File: src/rtl/axi_ad9265_delay_calib.sv
// AD9265 IO-delay calibration sequencer: sweeps a common tap across all lanes, finds the widest
// PN-clean window and programs its centre. Optional write watchdog: AXI_AD9265_DELAY_CALIB_TIMEOUT_EN.
module axi_ad9265_delay_calib #(
  parameter int unsigned NUM_LANES      = 9,
  parameter logic [5:0]  BASE_ADDRESS   = 6'h02,
  parameter int unsigned SETTLE_CYCLES  = 64,
  parameter int unsigned OBSERVE_CYCLES = 256
) (
  input  logic        up_clk,
  input  logic        up_rstn,
  input  logic        calib_start,
  input  logic        pn_oos,
  input  logic        pn_err,
  output logic        up_wreq,
  output logic [13:0] up_waddr,
  output logic [31:0] up_wdata,
  input  logic        up_wack,
  output logic        calib_busy,
  output logic        calib_done,
  output logic        calib_fail,
  output logic [4:0]  calib_tap,
  output logic [5:0]  calib_window
);

  typedef enum logic [3:0] {
    StIdle, StWr, StAck, StSettle, StObs, StEval, StFwr, StFack, StDone
  } state_e;

  localparam logic [7:0]  LastLane   = 8'(NUM_LANES - 1);
  localparam logic [15:0] SettleLast = 16'(SETTLE_CYCLES - 1);
  localparam logic [15:0] ObsLast    = 16'(OBSERVE_CYCLES - 1);

  state_e      state;
  logic [7:0]  lane;
  logic [4:0]  tap;
  logic [15:0] cnt;
  logic        obs_fail;
  logic [5:0]  cur_len;
  logic [4:0]  cur_start;
  logic [5:0]  best_len;
  logic [4:0]  best_start;
  logic [4:0]  tap_final;
  logic        fail_int;
`ifdef AXI_AD9265_DELAY_CALIB_TIMEOUT_EN
  logic [7:0]  wdog;
`endif

  // Window bookkeeping as it would stand after the current EVAL cycle.
  logic [5:0] pass_len;
  logic [4:0] pass_start;
  logic       take_best;
  logic [5:0] nbest_len;
  logic [4:0] nbest_start;
  logic [4:0] centre;
  logic       obs_acc;

  always_comb begin
    pass_len    = cur_len + 6'd1;
    pass_start  = (cur_len == 6'd0) ? tap : cur_start;
    take_best   = !obs_fail && (pass_len > best_len);
    nbest_len   = take_best ? pass_len : best_len;
    nbest_start = take_best ? pass_start : best_start;
    centre      = (nbest_len == 6'd0) ? 5'd0 :
                  5'({1'b0, nbest_start} + ((nbest_len - 6'd1) >> 1));
    obs_acc     = obs_fail | pn_oos | pn_err;
  end

  always_ff @(posedge up_clk or negedge up_rstn) begin
    if (!up_rstn) begin
      state        <= StIdle;
      lane         <= 8'd0;
      tap          <= 5'd0;
      cnt          <= 16'd0;
      obs_fail     <= 1'b0;
      cur_len      <= 6'd0;
      cur_start    <= 5'd0;
      best_len     <= 6'd0;
      best_start   <= 5'd0;
      tap_final    <= 5'd0;
      fail_int     <= 1'b0;
      up_wreq      <= 1'b0;
      up_waddr     <= 14'd0;
      up_wdata     <= 32'd0;
      calib_busy   <= 1'b0;
      calib_done   <= 1'b0;
      calib_fail   <= 1'b0;
      calib_tap    <= 5'd0;
      calib_window <= 6'd0;
`ifdef AXI_AD9265_DELAY_CALIB_TIMEOUT_EN
      wdog         <= 8'd0;
`endif
    end else begin
      up_wreq <= 1'b0;
      unique case (state)
        StIdle: begin
          if (calib_start) begin
            calib_done <= 1'b0;
            calib_fail <= 1'b0;
            calib_busy <= 1'b1;
            tap        <= 5'd0;
            lane       <= 8'd0;
            best_len   <= 6'd0;
            best_start <= 5'd0;
            cur_len    <= 6'd0;
            cur_start  <= 5'd0;
            fail_int   <= 1'b0;
            // The request is registered on entry so WR is the wreq cycle.
            up_wreq    <= 1'b1;
            up_waddr   <= {BASE_ADDRESS, 8'd0};
            up_wdata   <= 32'd0;
            state      <= StWr;
          end
        end
        StWr: begin
`ifdef AXI_AD9265_DELAY_CALIB_TIMEOUT_EN
          wdog  <= 8'd0;
`endif
          state <= StAck;
        end
        StAck: begin
          if (up_wack) begin
            if (lane != LastLane) begin
              lane     <= lane + 8'd1;
              up_wreq  <= 1'b1;
              up_waddr <= {BASE_ADDRESS, lane + 8'd1};
              up_wdata <= {27'd0, tap};
              state    <= StWr;
            end else begin
              lane  <= 8'd0;
              cnt   <= 16'd0;
              state <= StSettle;
            end
          end
`ifdef AXI_AD9265_DELAY_CALIB_TIMEOUT_EN
          else if (wdog == 8'd254) begin
            best_len  <= 6'd0;
            tap_final <= 5'd0;
            fail_int  <= 1'b1;
            state     <= StDone;
          end else begin
            wdog <= wdog + 8'd1;
          end
`endif
        end
        StSettle: begin
          if (cnt == SettleLast) begin
            cnt      <= 16'd0;
            obs_fail <= 1'b0;
            state    <= StObs;
          end else begin
            cnt <= cnt + 16'd1;
          end
        end
        StObs: begin
          obs_fail <= obs_acc;
          if (cnt == ObsLast) begin
            state <= StEval;
          end else begin
            cnt <= cnt + 16'd1;
          end
        end
        StEval: begin
          best_len   <= nbest_len;
          best_start <= nbest_start;
          if (obs_fail) begin
            cur_len <= 6'd0;
          end else begin
            cur_len   <= pass_len;
            cur_start <= pass_start;
          end
          lane    <= 8'd0;
          up_wreq <= 1'b1;
          up_waddr <= {BASE_ADDRESS, 8'd0};
          if (tap != 5'd31) begin
            tap      <= tap + 5'd1;
            up_wdata <= {27'd0, tap + 5'd1};
            state    <= StWr;
          end else begin
            tap_final <= centre;
            fail_int  <= (nbest_len == 6'd0);
            up_wdata  <= {27'd0, centre};
            state     <= StFwr;
          end
        end
        StFwr: begin
`ifdef AXI_AD9265_DELAY_CALIB_TIMEOUT_EN
          wdog  <= 8'd0;
`endif
          state <= StFack;
        end
        StFack: begin
          if (up_wack) begin
            if (lane != LastLane) begin
              lane     <= lane + 8'd1;
              up_wreq  <= 1'b1;
              up_waddr <= {BASE_ADDRESS, lane + 8'd1};
              up_wdata <= {27'd0, tap_final};
              state    <= StFwr;
            end else begin
              lane  <= 8'd0;
              state <= StDone;
            end
          end
`ifdef AXI_AD9265_DELAY_CALIB_TIMEOUT_EN
          else if (wdog == 8'd254) begin
            best_len  <= 6'd0;
            tap_final <= 5'd0;
            fail_int  <= 1'b1;
            state     <= StDone;
          end else begin
            wdog <= wdog + 8'd1;
          end
`endif
        end
        StDone: begin
          calib_tap    <= tap_final;
          calib_window <= best_len;
          calib_fail   <= fail_int;
          calib_done   <= 1'b1;
          calib_busy   <= 1'b0;
          state        <= StIdle;
        end
        default: state <= StIdle;
      endcase
    end
  end

endmodule

File: config.mk
export PLATFORM = sky130hd
export DESIGN_NAME = axi_ad9265_delay_calib
export DESIGN_NICKNAME = d
export VERILOG_FILES = /design/src/rtl/axi_ad9265_delay_calib.sv
export SDC_FILE = /design/constraint.sdc
export NUM_CORES = 1
export LEC_CHECK = 0
export ABC_AREA = 1
export BUFFER_PORTS_ARGS = -buffer_cell sky130_fd_sc_hd__buf_2
export CORE_ASPECT_RATIO = 1.1
export CORE_UTILIZATION = 53
export DETAILED_ROUTE_END_ITERATION = 8
export GPL_TIMING_DRIVEN = 0
export PLACE_DENSITY = 0.8
export SLEW_MARGIN = 15
export SYNTH_ARGS = -nofsm -noshare
export SYNTH_HDL_FRONTEND = slang
export SYNTH_SLANG_ARGS = --single-unit
export TNS_END_PERCENT = 50
File: constraint.sdc
create_clock -name up_clk -period 3.2 [get_ports up_clk]
set_input_delay 0.32 -clock up_clk [delete_from_list [all_inputs] [get_ports up_clk]]
set_output_delay 0.32 -clock up_clk [all_outputs]
set_load 0.05 [all_outputs]
=== After elaboration in Yosys (flattened, before gate mapping) ===
Cells that the tools add are included.

* Register bits after elaboration: 123
* Output and inout bits: 61
* Word-level logic and storage cells: 135

* $add $sub $neg: 6
* Order comparisons: 1
* Eq/ne operators: 26
* Mux-type cells: 56
* Bitwise logic cells: 3
* Reduce and logical (&&, ||, !) cells: 24

{| class="wikitable"
|+ Operators with widths
! operator !! number
|-
| $mux W32 || 5
|-
| $pmux W32 S4 || 1
|-
| $mux W16 || 4
|-
| $pmux W16 S3 || 1
|-
| $mux W14 || 3
|-
| $pmux W14 S3 || 1
|-
| $mux W5 || 7
|-
| $pmux W4 S8 || 1
|-
| $pmux W5 S2 || 3
|-
| $mux W4 || 6
|-
| $mux W8 || 3
|-
| $ne A2 B2 Y1 const B || 12
|-
| $pmux W6 S2 || 2
|-
| $pmux W8 S3 || 1
|-
| $mux W6 || 3
|-
| $add A16 B1 Y16 const B || 1
|-
| $eq A16 B6 Y1 const B || 1
|-
| $eq A16 B8 Y1 const B || 1
|-
| $eq A4 B3 Y1 const B || 4
|-
| $logic_not A6 Y1 || 2
|-
| $reduce_and A3 Y1 || 4
|-
| $pmux W1 S2 || 5
|-
| $add A8 B1 Y8 const B || 1
|-
| $eq A4 B2 Y1 const B || 2
|-
| other kinds (27) || 42
|}

=== Logic depth before layout (Yosys ltp) ===
Gate-level depths: netlist of the first run.

* Depth in word-level cells: 9
* Mapped depth: 29
* Mapped depth without buffers: 29

=== Worst setup path before layout of the first run ===
No wires, ideal clock.

* Path type: register -> register
* Start: register cur_len[0]
* End: register up_wdata[4]
* Setup time: 0.066 ns
* Arrival: 3.493 ns
* Data required time: 3.134 ns
* Slack: -0.359 ns
* Stages on the path, launching flop included: 29
* Cell sequence: dfrtp_1 -> ha_1 -> nand3_1 -> xor2_1 -> inv_1 -> ha_1 -> nand2_2 -> nor2_4 -> nand2_2 -> nand3_4 -> nand2_4 -> nand2_1 -> nand2_2 -> ha_1 -> inv_1 -> ha_1 -> fa_1 -> nand2_1 -> nand2_1 -> a21oi_1 -> nand3b_1 -> nand2_1 -> inv_1 -> nand3_1 -> nand2_1 -> nand2_1 -> nand2_1 -> nand2_1 -> nand2_1

* Word-level cells in the longest chain between the ends: 9
* Elaborated cells on any way between the ends: 13

{| class="wikitable"
|+ RTL lines
! item !! RTL line !! text
|-
| start: declaration || 38 || <nowiki>logic [5:0] cur_len;</nowiki>
|-
| start signal: assignment || 168 || <nowiki>cur_len <= pass_len;</nowiki>
|-
| $add A6 B1 Y6 || 58 || <nowiki>pass_len = cur_len + 6'd1;</nowiki>
|-
| $gt A6 B6 Y1 || 60 || <nowiki>take_best = !obs_fail && (pass_len > best_len);</nowiki>
|-
| $logic_and A1 B1 Y1 || 60 ||
|-
| $mux W6 || 61 || <nowiki>nbest_len = take_best ? pass_len : best_len;</nowiki>
|-
| $sub A6 B1 Y6 || 64 || <nowiki>5'({1'b0, nbest_start} + ((nbest_len - 6'd1) >> 1));</nowiki>
|-
| $add A5 B5 Y5 || 64 ||
|-
| $mux W5 (*) || 63 || <nowiki>centre = (nbest_len == 6'd0) ? 5'd0 :</nowiki>
|-
| $mux W5 (*) || 174 || <nowiki>if (tap != 5'd31) begin</nowiki>
|-
| $pmux W32 S4 (*) || 94 || <nowiki>unique case (state)</nowiki>
|-
| end signal: assignment || 176 || <nowiki>up_wdata <= {27'd0, tap + 5'd1};</nowiki>
|-
| end signal: assignment || 181 || <nowiki>up_wdata <= {27'd0, centre};</nowiki>
|-
| end signal: assignment || 197 || <nowiki>up_wdata <= {27'd0, tap_final};</nowiki>
|-
| end: declaration || 16 || <nowiki>output logic [31:0] up_wdata,</nowiki>
|}

Mark *: on every way between the ends. The rest lies on a longest branch, timed or not.
A chain may end at the register's enable or synchronous reset.

=== Worst setup path in the final report of the first run ===
* Start: register cur_len[1]
* End: register up_wdata[4]

Same word-level chain as after synthesis.

==> flow_summary_export.csv, run 1 <==
group,metric,value,unit
drt,ant_nets,0,
yosys,ys_types,45,
status,status,"finished with violations",
timing,slew_violations,0,
timing,setup_viol,7,
yosys,syn_area,0.005169,mm^2
placed_design,place_hpwl,8.383,mm
grt,grt_max_degree,63,
timing,min_period_over_period,118.0,%
floorplanning,initial_core_util,55.00,%
setup_path,startpoint_type,"register",
timing,min_period,3.776,ns
drt,routed-via-count,4370,
setup_path,timing.rr.end,"up_wdata[4]",
drt,wl_per_cell,13.75,um
drt,drt_iter0_drc,294,
placed_design,port_buffers,34,
floorplanning,die_h,105.6,um
timing,finalHoldViolations,0,
setup_path,worstSetupEndpoint,"up_wdata[4]",
clocking,ctsHtreeMaxLevel,3,
cells_and_area,syn_to_final_growth,18.78,%
clocking,clockBufferDepth,2,
cells_and_area,drive_gt1_share,25.24,%
timing,max_slew.worst_pin.slew,0.6648,ns
setup_path,reg2reg_depth,27,
cells_and_area,regArea,0.002281,mm^2
setup_path,critPathCaptureType,"register",
grt,grt-ovfl-total,0,
drt,via_per_inst,5.215,
timing,slew_headroom,55.68,%
floorplanning,coreArea,0.009398,mm^2
drt,routed_wl,11.53,mm
grt,grt_antenna_before_repair,0,
grt,grt_pass1_vias,4324,
clocking,cts_tree,"yes",
cells_and_area,fill_cells,779,
placed_design,place_ws,-0.7302,ns
clocking,cts_buffers,9,
power_and_ir_drop,cellLeakagePower,3.128,nW
setup_path,startpoint,"cur_len[1]",
yosys,yosysWarnings,0,
cells_and_area,finalNonFillerCells,838,
yosys,synth.avg_cell_area,8.270,um^2
setup_path,rr_startpoint,"cur_len[1]",
timing,setup_ws,-0.5759,ns
worst_hold_path,hold_class,"in -> reg",
grt,grt.total_usage,24.34,%
cells_and_area,multi_input_area,0.002576,mm^2
drt,dr.pass1.iters,5,
yosys,yosysTopAreaCell,"dfrtp_1",
setup_path,cp.arrival,4.05,ns
floorplanning,pin_count,67,
run,maxCapViolations,0,
timing,rsz0062_at_grt,"yes",
setup_path,cp.required,3.47,ns
power_and_ir_drop,p_per_area,978.5,mW/mm^2
timing,max_freq,264.8,MHz
placed_design,gp_congestion,0.9561,
yosys,syn_inst,625,
floorplanning,rows,37,
clocking,root_buffer,"clkbuf_8",
yosys,ys_seq_area_share,44.06,%
grt,grt_pass1_wl,19.09,mm
yosys,synth_top_cells_by_area,"dfrtp_1 (44%), nand2_1 (9.7%), inv_1 (6.2%)",
yosys,synth_top_area_share,44.06,%
clocking,clk_pin_slew_worst_paths,0.09,ns
setup_path,regToRegSetupSlack,-0.58,ns
setup_path,path_class,"reg -> reg",
timing,fin_tns_setup,-2.339,ns
clocking,worstSkewPairLatency,0.37,ns
power_and_ir_drop,ir_drop,733.5,uV
floorplanning,die-area,0.01015,mm^2
clocking,cts_sinks,91,
cells_and_area,fin_util,65.33,%
status,violations,"negative setup slack",
cells_and_area,nNetsFinal,742,
floorplanning,die_x,96.16,um
drt,drc,0,
cells_and_area,diodes,0,
setup_path,crit_fanout,6,
yosys,synth_seq_cells,91,
timing,fin_worst_skew,0.01360,ns
placed_design,dp_cells,808,
## through the flow
stage | hold slack (ns) | cell area, um^2 | power [mW]
floorplan | 0.02441 | 5336 | 3.875
global placement | 0.4489 | 5653 | 4.380
finish | 0.2996 | 6140 | 6.008
detailed placement | 0.2869 | 5683 | 4.530
global route | 0.3299 | 6140 | 6.461
CTS | 0.2999 | 6048 | 5.643
## registers in the layout, summed over array words and instances (netlist names), 6 cells and up
name / flops
best_len: 6
calib_window: 6
cnt: 16
cur_len: 6
lane: 8
up_waddr: 9
## worst min path at each step
| stage | from | end | slack (ns) | cells past startpoint |
|---|---|---|---|---|
| floorplan | up_rstn | best_len[0] | 0.02 | 0 |
| global placement | calib_done | calib_done | 0.45 | 2 |
| detailed placement | up_rstn | cur_len[3] | 0.29 | 1 |
| CTS | pn_err | obs_fail | 0.30 | 5 |
| global route | up_wack | lane[1] | 0.33 | 3 |
| finish | up_wack | lane[1] | 0.30 | 3 |
## power breakdown
| group | total, mW | internal [mW] | leakage, nW | switching (mW) |
|---|---|---|---|---|
| Clock | 0.724 | 0.287 | 0.0798 | 0.437 |
| Sequential | 1.49 | 1.35 | 1.23 | 0.134 |
| Combinational | 3.80 | 1.39 | 1.81 | 2.41 |
## critical path, stage by stage, from the launching register on
cell and delay (ns):
dfrtp_2 0.46, ha_4 0.20, nand3_4 0.08, xor2_2 0.16, inv_1 0.07, ha_1 0.29
nand2_2 0.08, nor2_4 0.15, nand2_2 0.09, nand3_4 0.14, nand2_8 0.09, nand2_4 0.09
nand2_4 0.06, ha_4 0.27, inv_4 0.03, ha_4 0.15, fa_2 0.36, nand2_2 0.07
nand2_2 0.06, a21oi_2 0.16, nand3b_1 0.14, nand2_2 0.08, nand2_1 0.09, nand2_2 0.07
nand2_2 0.08, nand2_2 0.06, nand2_1 0.06, nand2_1 0.04
## logic make-up after synthesis
group	after synthesis	share of synthesized area, %
xor gates and xnor gates	14	2.372
AOI/OAI and AO/OA	112	12.71
buffers and inverters	134	12.44
other	1	0.07255
and+or+nand+nor	254	23.60
adders and majority gates	19	4.745
DFF	91	44.06
## Yosys cell counts, drive strengths merged
library cell and n:
and3 2, ha 18, a21oi 20, nand2 143, xnor2 2, a22o 1
xor2 12, nor4 4, dfrtp 91, or2 3, conb 1, clkbuf 2
o22ai 21, o32ai 1, buf 37, o211ai 1, nor3 14, o21ai 58
nand3 32, nor2 47, inv 95, o21bai 1, nand3b 4, nand4 4
o31ai 4, a31oi 1, a32o 4, fa 1, and2 1
## cells in the final DEF (no fill, tap or decap), types with 3 or more instances in the layout
cell and n:
a21oi_1 16, a21oi_2 3, a32o_1 4, buf_2 34, buf_4 50, clkbuf_8 9, clkinvlp_4 3, conb_1 32
dfrtp_1 88, dfrtp_2 3, ha_1 14, ha_4 4, inv_1 83, inv_2 11, nand2_1 124, nand2_2 13
nand2_4 5, nand3_1 23, nand3_2 7, nand3b_1 4, nand4_1 4, nor2_1 34, nor2_4 11, nor3_1 13
nor4_1 3, o21ai_0 49, o21ai_1 4, o21ai_2 5, o22ai_1 20, o31ai_1 4, xor2_1 9, xor2_2 3
## metal layers
layer	part of all wire, %	GRT usage (%)
met4	3.8	12.37
met3	4.0	3.896
met5	0	0
met1	43	30.91
met2	49	39.56
## cell type report
cell class	count	area share (%)
flip-flops and latches	91	37.15
multi-input cells	431	41.96
inverters	95	5.849
well taps	117	2.384
repair buffers	50	5.136
clock buffers	9	2.018
plain buffers	39	4.667
clock inverters	6	0.8355
## what timing repair did
| action | 4_1_cts | 5_1_grt |
|---|---|---|
| gates resized for setup | 21 | 19 |
| hold endpoints to repair | 29 | 0 |
| setup buffers | 12 | 2 |
| pin swaps | 24 | 22 |
| endpoints found under the setup margin | 9 | 8 |
| hold buffers | 1 | 0 |
Power figures use the tool's default switching activity.
==> run 2: changes to the inputs <==
Settings changed: MAX_ROUTING_LAYER set to met4.
==> run 2 against run 1 <==
Net effect: the flow still finishes with violations (negative setup slack); worst hold slack is essentially flat; utilization grew 0.15 points; cell count grew 0.60%; largest cell class unchanged; non-clock buffer count grew 4; global-route usage grew 0.78 points; count of clock-buffer cells in the layout is the same; clock power grew 3.0%; design area grew 0.22%.
==> flow_summary_export.csv, run 2 (synthesized netlist as in run 1, its figures left out) <==
group,metric,value,unit
power_and_ir_drop,p_per_area,962.1,mW/mm^2
drt,routed-via-count,4399,
timing,setup_ws,-0.5151,ns
floorplanning,initial_core_util,55.00,%
grt,grt_antenna_before_repair,0,
clocking,clockBufferDepth,2,
placed_design,gp_congestion,0.9667,
cells_and_area,multi_input_area,0.002555,mm^2
timing,min_period,3.715,ns
grt,grt_pass1_vias,4181,
drt,ant_nets,0,
clocking,ctsHtreeMaxLevel,3,
cells_and_area,fill_cells,763,
grt,grt_max_degree,53,
setup_path,crit_top_cell,"nand2_1",
drt,via_per_inst,5.218,
setup_path,cp.arrival,4.04,ns
floorplanning,coreArea,0.009398,mm^2
grt,grt.total_usage,25.12,%
cells_and_area,largest_register_ffs,16,
cells_and_area,layout_commonest_cell,"nand2_1",
clocking,cts_buffers,9,
power_and_ir_drop,cellLeakagePower,3.149,nW
setup_path,cp.required,3.52,ns
timing,slew_violations,0,
clocking,worstSkewPairLatency,0.38,ns
grt,grt_pass1_wl,19.05,mm
placed_design,port_buffers,34,
cells_and_area,syn_to_final_growth,19.05,%
cells_and_area,finalNonFillerCells,843,
timing,max_freq,269.2,MHz
cells_and_area,largestRegisters,"cnt (16), up_waddr (9), lane (8)",
cells_and_area,fin_util,65.48,%
drt,wl_per_cell,13.74,um
drt,drc,0,
setup_path,crit_family,"adder cells",
worst_hold_path,hold_class,"in -> reg",
cells_and_area,top_register,"cnt",
drt,routed_wl,11.59,mm
floorplanning,die-area,0.01015,mm^2
setup_path,critPathCaptureType,"register",
setup_path,path_buf_inv,4,
setup_path,crit_fanout,5,
clocking,root_buffer,"clkbuf_8",
power_and_ir_drop,finalPower,5.920,mW
placed_design,dpl_cell_area,0.005683,mm^2
setup_path,startpoint_type,"register",
clocking,cts_sinks,91,
clocking,clk_pin_slew_worst_paths,0.10,ns
drt,drt_iter0_drc,363,
placed_design,place_hpwl,8.266,mm
timing,fin_worst_skew,0.01065,ns
cells_and_area,diodes,0,
cells_and_area,regArea,0.002281,mm^2
floorplanning,rows,37,
timing,min_period_over_period,116.1,%
cells_and_area,final_area,0.006153,mm^2
cells_and_area,drive_gt1_share,24.79,%
power_and_ir_drop,ir_drop,497.9,uV
cells_and_area,mostFrequentLayoutCells,"nand2_1 (129), dfrtp_1 (88), inv_1 (82), buf_4 (54), o21ai_0 (47)",
run,maxCapViolations,0,
status,violations,"negative setup slack",
timing,max_slew.worst_pin.slew,0.6546,ns
timing,setup_viol,7,
timing,finalHoldViolations,0,
placed_design,dp_cells,808,
clocking,cts_tree,"yes",
timing,slew_headroom,56.36,%
cells_and_area,nNetsFinal,746,
floorplanning,die_h,105.6,um
setup_path,critPathSlowestCell,"dfrtp_2",
floorplanning,pin_count,67,
floorplanning,die_x,96.16,um
setup_path,critPathMaxStageDelay,0.46,ns
status,status,"finished with violations",
drt,dr.pass1.iters,7,
setup_path,path_class,"reg -> reg",
timing,rsz0062_at_grt,"yes",
grt,grt-ovfl-total,0,
[run 2: changes by cell type in the layout (fill, tap and decap cells not counted), sizes merged]
cell	before	now
buf	86	90
clkinvlp	3	1
inv	97	99
clkinv	1	2
[run 2: cell type report]
type | instances | share of cell area, %
Inverter | 95 | 5.795
Buffer | 39 | 4.656
Sequential cell | 91 | 37.07
Clock buffer | 9 | 2.013
Tap cell | 117 | 2.379
Multi-Input combinational cell | 431 | 41.52
Timing Repair Buffer | 54 | 5.612
Clock inverter | 7 | 0.9557
[run 2: layer usage]
layer	up-vias	global-route usage, %	part of all wire (%)
met1	2077	31.72	42
met3	21	4.906	5.6
met4	0	7.676	2.1
met5	-	-	0
li1	2160	-	-
met2	141	40.53	51
[run 2: what timing repair did]
action                                 4_1_cts  5_1_grt
resized for setup                           24       12
buffers inserted                            14        4
setup endpoints to repair                    9        8
pin swaps                                   17       16
endpoints found under the hold margin       39        0
hold buffers                                 1        0
[run 2: power breakdown]
part,switching (mW),internal (mW)
Sequential,0.143,1.35
Clock,0.450,0.296
Combinational,2.30,1.38
Total,2.89,3.03
[run 2: path summary, 6_finish.rpt]
path                              from          end  slack, ns  cells past startpoint
setup / recovery            cur_len[0]  up_wdata[4]      -0.52                     27
hold / removal                  pn_err     obs_fail       0.30                      5
setup reg to reg            cur_len[0]  up_wdata[4]      -0.52                     27
hold reg to reg            up_waddr[3]  up_waddr[3]       0.48                      2
max in group asynchronous      up_rstn   cur_len[0]       2.10                      3
min in group asynchronous      up_rstn   calib_busy       0.46                      2
[run 2: metrics by stage]
| stage | hold WS, ns | worst slack, ns | setup TNS, ns |
|---|---|---|---|
| floorplan | 0.02441 | -0.2513 | -0.4489 |
| global placement | 0.4489 | -0.5784 | -2.062 |
| detailed placement | 0.3286 | -0.7585 | -3.360 |
| CTS | 0.2931 | -0.4446 | -1.247 |
| global route | 0.3456 | -0.7344 | -3.152 |
| finish | 0.2992 | -0.5151 | -1.602 |
[run 2: worst reg2reg max path, cell delays in order, from the launching register on]
cell and delay (ns):
dfrtp_2 0.46, ha_4 0.20, nand3_4 0.08, xor2_2 0.20, inv_2 0.08, ha_4 0.27, nand2_4 0.06, nor2_4 0.12
a21oi_4 0.09, buf_4 0.17, nand3_2 0.09, nand2_4 0.08, ha_4 0.26, inv_2 0.04, ha_4 0.16, fa_2 0.37
nand2_2 0.08, nand2_2 0.06, a21oi_2 0.14, nand3b_1 0.12, nand2_1 0.08, inv_1 0.06, nand3_1 0.06, nand2_1 0.07
nand2_1 0.07, nand2_1 0.08, nand2_1 0.06, nand2_1 0.06
==> run 3: changes to the inputs <==
Settings changed: RECOVER_POWER set to 100.
==> run 3 against run 2 <==
Net effect: the run ends with max-capacitance violations, max-slew violations, negative setup slack left; count of clock-buffer cells in the layout unchanged; combinational power about the same; routed wire length down 0.12%; via count about the same; non-clock buffer count unchanged; utilization down 0.80 points; worst setup slack worse by 0.010 ns; critical path type unchanged; critical endpoint unchanged; largest power group unchanged; highest routed layer unchanged.
==> flow_summary_export.csv, run 3 (synthesized netlist as in run 1, its figures left out) <==
group,metric,value,unit
placed_design,place_hpwl,8.266,mm
setup_path,critPathCaptureType,"register",
clocking,cts_sinks,91,
clocking,worstSkewPairLatency,0.37,ns
drt,dr.pass1.iters,5,
cells_and_area,syn_to_final_growth,17.60,%
setup_path,startpoint_type,"register",
grt,grt_pass1_vias,4181,
cells_and_area,diodes,0,
floorplanning,die_x,96.16,um
power_and_ir_drop,swShare,48.90,%
drt,routed_wl,11.57,mm
power_and_ir_drop,pwr-share-clk,12.7,%
timing,slew_headroom,-35.94,%
drt,drt_iter0_drc,362,
status,violations,"max-capacitance violations, max-slew violations, negative setup slack",
timing,max_slew.worst_pin.slew,2.039,ns
setup_path,crit_top_cell,"nand2_1",
floorplanning,coreArea,0.009398,mm^2
setup_path,critPathMaxStageDelay,0.47,ns
drt,wl_per_cell,13.73,um
timing,rsz0062_at_grt,"yes",
floorplanning,initial_core_util,55.00,%
timing,setup_ws,-0.5253,ns
floorplanning,rows,37,
timing,min_period,3.725,ns
cells_and_area,mostFrequentLayoutCells,"nand2_1 (129), dfrtp_1 (88), inv_1 (83), buf_4 (53), o21ai_0 (47)",
setup_path,regToRegSetupSlack,-0.53,ns
floorplanning,die_h,105.6,um
grt,grt_max_degree,53,
cells_and_area,nNetsFinal,746,
clocking,clk_pin_slew_worst_paths,0.10,ns
timing,hold-worst-slack,0.2988,ns
cells_and_area,layout_commonest_cell,"nand2_1",
timing,max_freq,268.4,MHz
clocking,ctsHtreeMaxLevel,3,
timing,setup_viol,7,
cells_and_area,largest_register_ffs,16,
power_and_ir_drop,switchingPower,2.884,mW
grt,grt_pass1_wl,19.05,mm
worst_hold_path,hold_end,"obs_fail",
timing,fin_worst_skew,0.01006,ns
timing,slew_violations,41,
cells_and_area,drive_gt1_share,20.11,%
grt,grt-ovfl-total,0,
drt,routed-via-count,4397,
grt,grt_antenna_before_repair,0,
setup_path,path_class,"reg -> reg",
cells_and_area,top_register,"cnt",
clocking,clockBufferDepth,2,
clocking,cts_buffers,9,
clocking,root_buffer,"clkbuf_8",
setup_path,critPathSlowestCell,"dfrtp_2",
worst_hold_path,min_path_cells,5,
drt,drc,0,
timing,min_period_over_period,116.4,%
power_and_ir_drop,ir_drop,498.0,uV
setup_path,rr_startpoint,"cur_len[0]",
power_and_ir_drop,internal_power,3.013,mW
floorplanning,die-area,0.01015,mm^2
power_and_ir_drop,finalPower,5.897,mW
worst_hold_path,hp-start,"pn_oos",
worst_hold_path,hold_class,"in -> reg",
drt,via_per_inst,5.216,
floorplanning,pin_count,67,
setup_path,timing.rr.end,"up_wdata[4]",
clocking,cts_tree,"yes",
cells_and_area,fin_util,64.68,%
placed_design,gp_congestion,0.9667,
cells_and_area,largestRegisters,"cnt (16), up_waddr (9), lane (8)",
drt,ant_nets,0,
setup_path,crit_fanout,5,
status,status,"finished with violations",
placed_design,place_ws,-0.7585,ns
placed_design,port_buffers,34,
run,maxCapViolations,1,
setup_path,reg2reg_depth,26,
power_and_ir_drop,p_per_area,970.1,mW/mm^2
setup_path,cp.required,3.52,ns
power_and_ir_drop,pwr-share-comb,61.9,%
power_and_ir_drop,cellLeakagePower,3.015,nW
timing,finalHoldViolations,0,
grt,grt.total_usage,25.12,%
setup_path,cp.arrival,4.05,ns
power_and_ir_drop,seq_power_share,25.4,%
run 3: worst max path at each step:
stage / slack [ns] / cells past startpoint / from / to
2_1_floorplan: -0.25 / 26 / cur_len[0] / up_wdata[4]
3_3_place_gp: -0.58 / 25 / cur_len[0] / up_wdata[4]
3_5_place_dp: -0.76 / 25 / cur_len[0] / up_wdata[4]
4_1_cts: -0.44 / 28 / cur_len[0] / up_wdata[4]
5_1_grt: -0.73 / 28 / cur_len[0] / up_wdata[4]
6_report: -0.53 / 26 / cur_len[0] / up_wdata[4]
run 3: cell type report:
cell class	instances	area, um^2
multi-input cells	431	2541
flip-flops and latches	91	2281
fillers	782	3319
clock buffers	9	123.9
plain buffers	39	285.3
well taps	117	146.4
inverters	95	356.6
clock inverters	7	58.81
repair buffers	54	285.3
run 3: worst max-delay path, delay by kind of cell (launching register included):
| family | cells | cell delay (ns) |
|---|---|---|
| adders and majority gates | 5 | 1.27 |
| DFF | 1 | 0.47 |
| xor gates and xnor gates | 1 | 0.19 |
| buffers and inverters | 4 | 0.34 |
| AOI/OAI and AO/OA | 2 | 0.23 |
| and+or+nand+nor | 14 | 1.17 |
run 3: through the flow:
| stage | instances | area, um^2 | setup TNS (ns) |
|---|---|---|---|
| 2_1_floorplan | 656 | 5336 | -0.4489 |
| 3_3_place_gp | 807 | 5653 | -2.062 |
| 3_5_place_dp | 808 | 5683 | -3.360 |
| 4_1_cts | 839 | 6075 | -1.247 |
| 5_1_grt | 843 | 6078 | -17.08 |
| 6_report | 843 | 6078 | -1.651 |
run 3: power by group through the flow:
stage | sequential, mW | clock [mW] | combinational, mW
2_1_floorplan | 1.59 | 0 | 2.29
3_3_place_gp | 1.50 | 0 | 2.89
3_5_place_dp | 1.51 | 0 | 2.99
4_1_cts | 1.49 | 0.753 | 3.41
5_1_grt | 1.52 | 0.807 | 4.02
6_report | 1.50 | 0.747 | 3.65
run 3: metal layers:
metal	part of all wire (%)	global-route usage, %	up-vias
li1	-	-	2161
met1	42	31.72	2072
met2	51	40.53	146
met3	5.2	4.906	18
met4	1.6	7.676	0
met5	0	-	-
run 3: what timing repair did:
action,CTS,global route
setup endpoints to repair,9,8
buffers inserted,14,4
gates resized for setup,24,12
hold buffers,1,0
pin swaps,17,16
hold endpoints to repair,39,0
